$ cat config.mk
export PLATFORM = sky130hd
export DESIGN_NAME = n_serial_bit_decoder
export DESIGN_NICKNAME = d
export VERILOG_FILES = /design/src/rtl/n_serial_bit_decoder.sv
export SDC_FILE = /design/constraint.sdc
export NUM_CORES = 1
export LEC_CHECK = 0
export CAP_MARGIN = 10
export CORE_MARGIN = 2
export CORE_UTILIZATION = 55
export CTS_CLUSTER_SIZE = 10
export DETAILED_ROUTE_END_ITERATION = 12
export GPL_TIMING_DRIVEN = 0
export HOLD_SLACK_MARGIN = 0.15
export PLACE_DENSITY = 0.84
export SLEW_MARGIN = 30
export SYNTH_ARGS = -nofsm -noshare
export SYNTH_HDL_FRONTEND = slang
export SYNTH_SLANG_ARGS = --single-unit
$ cat constraint.sdc
create_clock -name clk -period 2.2 [get_ports clk]
set_input_delay 0.44 -clock clk [delete_from_list [all_inputs] [get_ports clk]]
set_output_delay 0.44 -clock clk [all_outputs]
set_load 0.005 [all_outputs]
$ cat src/rtl/n_serial_bit_decoder.sv
// Nintendo single-wire serial receive decoder: low-pulse width -> bit, MSB-first bytes, frame pulses.
// Optional glitch rejection of short lows under NSERIAL_RX_GLITCH_FILTER_EN.
module n_serial_bit_decoder #(
    parameter int BIT_THRESHOLD = 50,
    parameter int LOW_TIMEOUT   = 200,
    parameter int IDLE_TIMEOUT  = 125
`ifdef NSERIAL_RX_GLITCH_FILTER_EN
    ,
    parameter int MIN_LOW       = 5
`endif
) (
    input  logic       clk,
    input  logic       reset,
    input  logic       rx,
    output logic       rx_start,
    output logic       rx_stop,
    output logic       rx_error,
    output logic [7:0] rx_data,
    output logic       rx_strobe
);

    localparam logic [1:0] S_IDLE  = 2'd0;
    localparam logic [1:0] S_LOW   = 2'd1;
    localparam logic [1:0] S_HIGH  = 2'd2;
    localparam logic [1:0] S_STUCK = 2'd3;

    localparam logic [7:0] BIT_TH  = 8'(BIT_THRESHOLD);
    localparam logic [7:0] LOW_TO  = 8'(LOW_TIMEOUT);
    localparam logic [7:0] IDLE_TO = 8'(IDLE_TIMEOUT);

    logic [1:0] state;
    logic [7:0] shreg;
    logic [2:0] bit_count;
    logic [7:0] low_cnt;
    logic [7:0] high_cnt;
    logic       last_bit;

    logic [7:0] low_inc;
    logic [7:0] high_inc;
    logic       bit_val;
    logic [7:0] shift_next;
    logic       glitch;
    logic       late_start;

`ifdef NSERIAL_RX_GLITCH_FILTER_EN
    localparam logic [7:0] MIN_LO = 8'(MIN_LOW);
    // Set while the current low began from idle, so a rejected glitch knows where to return.
    logic from_idle;
`endif

    always_comb begin
        low_inc    = (low_cnt == 8'hFF) ? low_cnt : low_cnt + 8'd1;
        high_inc   = (high_cnt == 8'hFF) ? high_cnt : high_cnt + 8'd1;
        bit_val    = (low_cnt < BIT_TH);
        shift_next = {shreg[6:0], bit_val};
        glitch     = 1'b0;
        late_start = 1'b0;
`ifdef NSERIAL_RX_GLITCH_FILTER_EN
        glitch     = (low_cnt < MIN_LO);
        late_start = from_idle && (low_inc == MIN_LO);
`endif
    end

    always_ff @(posedge clk) begin
        if (reset) begin
            state     <= S_IDLE;
            shreg     <= 8'd0;
            bit_count <= 3'd0;
            low_cnt   <= 8'd0;
            high_cnt  <= 8'd0;
            last_bit  <= 1'b0;
            rx_start  <= 1'b0;
            rx_stop   <= 1'b0;
            rx_error  <= 1'b0;
            rx_data   <= 8'd0;
            rx_strobe <= 1'b0;
`ifdef NSERIAL_RX_GLITCH_FILTER_EN
            from_idle <= 1'b0;
`endif
        end else begin
            rx_start  <= 1'b0;
            rx_stop   <= 1'b0;
            rx_error  <= 1'b0;
            rx_strobe <= 1'b0;
            case (state)
                S_IDLE: begin
                    if (!rx) begin
                        // New frame: drop any leftover bit alignment from the previous one.
                        low_cnt   <= 8'd1;
                        bit_count <= 3'd0;
                        shreg     <= 8'd0;
                        state     <= S_LOW;
`ifdef NSERIAL_RX_GLITCH_FILTER_EN
                        from_idle <= 1'b1;
`else
                        rx_start  <= 1'b1;
`endif
                    end
                end
                S_LOW: begin
                    if (!rx) begin
                        low_cnt <= low_inc;
                        if (late_start) begin
                            rx_start <= 1'b1;
                        end
                        if (low_inc == LOW_TO) begin
                            rx_error <= 1'b1;
                            state    <= S_STUCK;
                        end
                    end else if (glitch) begin
`ifdef NSERIAL_RX_GLITCH_FILTER_EN
                        state <= from_idle ? S_IDLE : S_HIGH;
`endif
                    end else begin
                        shreg     <= shift_next;
                        bit_count <= bit_count + 3'd1;
                        last_bit  <= bit_val;
                        high_cnt  <= 8'd1;
                        state     <= S_HIGH;
                        if (bit_count == 3'd7) begin
                            rx_data   <= shift_next;
                            rx_strobe <= 1'b1;
                        end
                    end
                end
                S_HIGH: begin
                    if (!rx) begin
                        low_cnt <= 8'd1;
                        state   <= S_LOW;
`ifdef NSERIAL_RX_GLITCH_FILTER_EN
                        from_idle <= 1'b0;
`endif
                    end else begin
                        high_cnt <= high_inc;
                        if (high_inc == IDLE_TO) begin
                            // Clean end only if exactly one '1' follows whole bytes.
                            if (bit_count == 3'd1 && last_bit) begin
                                rx_stop <= 1'b1;
                            end else begin
                                rx_error <= 1'b1;
                            end
                            state <= S_IDLE;
                        end
                    end
                end
                S_STUCK: begin
                    if (rx) begin
                        state <= S_IDLE;
                    end
                end
                default: state <= S_IDLE;
            endcase
        end
    end

endmodule
Word level (Yosys, flattened, before mapping)
Index checks and enable logic that the tools add are counted.

word-level totals
  register bits after elaboration = 41
  output and inout port bits = 12
  word-level logic and storage cells = 82

operators by class
  add/sub/neg operators = 3
  $lt $le $gt $ge = 1
  equal/unequal tests = 17
  multiplexer cells = 30
  bitwise logic cells = 5
  reduce and logical (&&, ||, !) cells = 15

operators with widths
  kind                   number
  $mux W8                6
  $pmux W8 S2            2
  $eq A8 B8 Y1 const B   3
  $add A8 B1 Y8 const B  2
  $mux W7                2
  $pmux W7 S2            1
  $mux W2                6
  $ne A2 B2 Y1 const B   6
  $reduce_and A3 Y1      4
  $eq A8 B7 Y1 const B   1
  $lt A8 B6 Y1 const B   1
  $mux W1                8
  $pmux W2 S4            1
  $mux W3                2
  $ne A3 B3 Y1 const B   2
  $pmux W3 S2            1
  $reduce_bool A2 Y1     3
  $not A1 Y1             5
  $eq A2 B2 Y1 const B   2
  $reduce_and A4 Y1      1
  $reduce_or A2 Y1       2
  $reduce_or A4 Y1       1
  $add A3 B1 Y3 const B  1
  $eq A3 B1 Y1 const B   1
  7 further kinds        7

Longest topological paths before layout
  depth in word-level cells = 6
  depth in mapped cells = 9
  mapped depth without buffers = 8

Worst setup path after synthesis
OpenSTA, ideal clock, no wires.

  kind = reg-to-reg
  from = reg state[1]
  to = reg low_cnt[4]
  library setup time = 70 ps
  arrival = 1768 ps
  required time = 2130 ps
  setup slack = 362 ps
  stages on the path, launching flop included = 9
  period minus slack after synthesis = 1838 ps
  cell sequence = dfxtp_1 -> inv_1 -> ha_1 -> buf_2 -> nand2b_1 -> a21oi_1 -> nand2_1 -> or3_1 -> a21oi_1

on the way
  cells in the longest elaborated chain, start to end = 4

RTL lines
  what                                                                 line  RTL
  start, declared                                                      31    logic [1:0] state;
  start signal, assigned                                               66    state <= S_IDLE;
  start signal, assigned                                               92    state <= S_LOW;
  start signal, assigned                                               108   state <= S_STUCK;
  $eq A2 B2 Y1 / $logic_not A2 Y1 (equally long branches)              85    case (state)
  $reduce_or A2 Y1 (no line)                                           -
  $ne A2 B2 Y1 (no line) / $reduce_bool A2 Y1 (equally long branches)  -
  $reduce_and A3 Y1 (no line)                                          -
  end signal, assigned                                                 102   low_cnt <= low_inc;
  end, declared                                                        34    logic [7:0] low_cnt;

Parallel ways exist; a longest one is shown, timed or not.
A chain may end at the register's enable or synchronous reset.

Worst setup path after layout
  from = reg high_cnt[1]
  to = reg state[0]

on the way
  cells in the longest elaborated chain, start to end = 5

RTL lines
  what                                                  line  RTL
  start, declared                                       35    logic [7:0] high_cnt;
  start signal, assigned                                134   high_cnt <= high_inc;
  $add A8 B1 Y8 / $eq A8 B8 Y1 (equally long branches)  53    high_inc = (high_cnt == 8'hFF) ? high_cnt : high_cnt + 8'd1;
  $mux W8 *                                             53
  $eq A8 B7 Y1 *                                        135   if (high_inc == IDLE_TO) begin
  $ne A3 B3 Y1 (no line) *                              -
  $reduce_and A4 Y1 (no line) *                         -
  end signal, assigned                                  66
  end signal, assigned                                  142   state <= S_IDLE;
  end signal, assigned                                  148   state <= S_IDLE;

Mark *: on every way between the ends. The rest lies on a longest branch, timed or not.

==> results.md <==
- Status: finished, final reports clean
- H-tree levels: 2
- DRT Pass-1 Iters: 5
- Largest area contributor in the synthesized netlist: dfxtp_1
- Final Cycle Share: 0.927
- Yosys top cell area share: 0.352
- Dpl hpwl: 3850 um
- Setup ws final: 160 ps
- Final Cell Area: 0.00267 mm^2
- Largest net degree at the start of global routing: 14
- Fmax: 490 MHz
- Number of synthesized flops with an enable pin: 0
- Post-route DRC: 0
- WL per Instance: 14.9 um
- Slew Limit Fails: 0
- Worst-Margin Slew: 562 ps
- Slew margin rel.: 0.625
- Total track usage: 0.239
- Worst vdd ir: 0.395 mV
- Static Leak: 0.930 nW
- Total number of vias: 2,288
- Core footprint: 0.00403 mm^2
- Ys async rst share: 0
- I/O pin count: 15
- TritonCTS Buffers: 5
- Diode count: 0
- Clk root buf: clkbuf_8
- Vias in the first global route: 2,085
- Critical path launch point: high_cnt[1]$_SDFFE_PP0P_
- Synthesized area: 0.00233 mm^2
- Maxcap violations: 0
- Top post-synthesis cells by area: dfxtp_1 (35%), a21oi_1 (8.2%), ha_1 (5.9%)
- Port Buffers: 14
- Post-synthesis sequential area ratio: 0.352
- Syn Nets: about 310
- WP data arrival: 2260 ps
- Area growth syn-to-layout: 14.7%
- Placed inst area: 0.00253 mm^2
- Hold Startpoint: rx_data[4]$_SDFFE_PP0P_
- Crit Path Max Fanout: 10
- Final #Nets: 334
- Ratio of cells with drive above 1 in the final layout: 0.115
- Dpl ws: -54.4 ps
- Drt first-iter violations: 202
- Primary FF master, synth: dfxtp_1
- Post-Syn Instances: roughly 300
- Worst skew pair latency: 300 ps
- Reg2reg start: high_cnt[1]$_SDFFE_PP0P_
- Final setup fails: 0
- Initial antenna violation count: 0
- ANT nets after route: 0
- Netlist cell types: 53
- Die height: 69.1 um
- Clk pin slew, worst setup/hold paths: 80 ps
- Final Non-Filler Cells: around 370
- Clock Sinks: 41
- Worst setup EP type: flip-flop
- Ys Warns: 0
- Hold Crit Class: flip-flop to flip-flop
- #FFs+latches synth: 41
- Post-Syn Area per Cell: between 7 and 8 um^2
- Clock buffer depth: 2
- Critical path class: flip-flop to flip-flop
- Final hold slack: 459 ps
- Power Dens Cells: 638 mW/mm^2
- Final wirelength: 5540 um
- RSZ-0062 raised after global routing: false
- Final Skew: approximately 3.7 ps
- Die Area: between 0.004 and 0.005 mm^2
- Final GP Congestion: approximately 0.91
- Placed cell count: between 300 and 400
- Row cnt: 23
- Die X-Extent: 69.1 um
- Minimum clock period: 2040 ps
- Total grt overflow: 0
- Final hold violation count: 0
- Count of hold buffers inserted by post-cts repair: 0
- TritonCTS clock tree: done
- Starting density of the core: 0.578
- Vias per inst: between 6 and 7
- First-pass GRT wire length: 9410 um
- Required @ worst endpoint: 2420 ps
- Critical Path Source Type: flip-flop
[through the flow]
step | TNS, ps | power, mW | util
6_report | 0 | 1.70 | 0.663
5_1_grt | 0 | 1.77 | 0.663
4_1_cts | 0 | 1.70 | 0.659
3_5_place_dp | -114 | 1.06 | 0.629
3_3_place_gp | -21.5 | 1.05 | 0.629
2_1_floorplan | 0 | 0.992 | -
[flip-flops by register name (all words and copies together), names as in the netlist]
signal and cells:
high_cnt 8, low_cnt 8, rx_data 8, shreg 7, bit_count 3, state 2
last_bit 1, rx_error 1, rx_start 1, rx_stop 1, rx_strobe 1
[cell families after synthesis]
group / share of synthesized area
XOR/XNOR: 0.00752
AND/OR/NAND/NOR: 0.309
buffers and inverters: 0.0542
adder cells (fa/ha/maj): 0.0591
multiplexers: 0.00859
flip-flops: 0.352
AO/OA/AOI/OAI: 0.209
[where the power goes]
| part | internal, mW | leakage, nW | switching, mW | total [mW] |
|---|---|---|---|---|
| clock | 0.369 | 0.0574 | 0.271 | 0.640 |
| sequential | 0.763 | 0.333 | 0.0241 | 0.788 |
| combinational | 0.0938 | 0.540 | 0.182 | 0.276 |
[path summary, 6_finish.rpt]
| check | endpoint | cells past startpoint | slack [ps] |
|---|---|---|---|
| hold reg to reg | rx_data[4]$_SDFFE_PP0P_ | 2 | 460 |
| hold / removal | rx_data[4]$_SDFFE_PP0P_ | 2 | 460 |
| setup / recovery | state[0]$_SDFFE_PP0P_ | 8 | 160 |
| setup reg to reg | state[0]$_SDFFE_PP0P_ | 8 | 160 |
[layout make-up]
cell class                      instances  area (um^2)
Multi-Input combinational cell        231         1400
Fill cell                             337         1360
Tap cell                               50         62.6
Inverter                                6         22.5
Sequential cell                        41          823
Timing Repair Buffer                   14          140
Clock inverter                          2         37.5
Buffer                                 21          105
Clock buffer                            6         82.6
[repair_timing]
action,in CTS,in global routing
buffers inserted,0,0
endpoints found under the setup margin,2,8
resized for setup,1,8
[layer usage]
| layer | part of all wire | track usage |
|---|---|---|
| met4 | 0.022 | 0.0806 |
| met1 | 0.44 | 0.288 |
| met2 | 0.49 | 0.419 |
| met5 | 0 | 0 |
| met3 | 0.052 | 0.0526 |
[cell usage after synthesis, types with 2 or more instances]
cell	instances
nand2b_1	5
nor2_1	27
nand3b_1	11
inv_1	6
a22oi_1	2
nor4_1	4
or2_2	3
a21o_1	2
nor3_2	2
a211oi_1	2
o21ai_1	2
nand4_1	4
dfxtp_1	41
buf_2	3
a31oi_1	4
a311oi_1	2
nor3_1	19
buf_4	3
or3_1	2
o21ai_0	19
and2_1	2
ha_1	11
clkbuf_1	13
nand2_1	31
nor2b_1	3
nand3_1	9
a21oi_1	38
and3_1	3
mux2i_1	2
[placed cells by master, fill, tap and decap left out, types with 4 or more instances in the layout]
master | Yosys | final
a21oi_1 | 38 | 37
a31oi_1 | 4 | 4
clkbuf_1 | 13 | 12
clkbuf_8 | 1 | 7
clkdlybuf4s50_1 | 0 | 14
dfxtp_1 | 41 | 39
ha_1 | 11 | 11
inv_1 | 6 | 6
nand2_1 | 31 | 30
nand2b_1 | 5 | 5
nand3_1 | 9 | 9
nand3b_1 | 11 | 11
nand4_1 | 4 | 4
nor2_1 | 27 | 26
nor3_1 | 19 | 19
nor4_1 | 4 | 4
o21ai_0 | 19 | 18
[critical path, stage by stage, from the launching register on]
cell      delay [ps]
dfxtp_1          410
ha_1             190
buf_4            170
and4_1           230
a21oi_1           70
and4bb_1         300
nor3b_4          230
a31oi_2          140
a211oi_2         230
(Power assumes the default switching activity.)
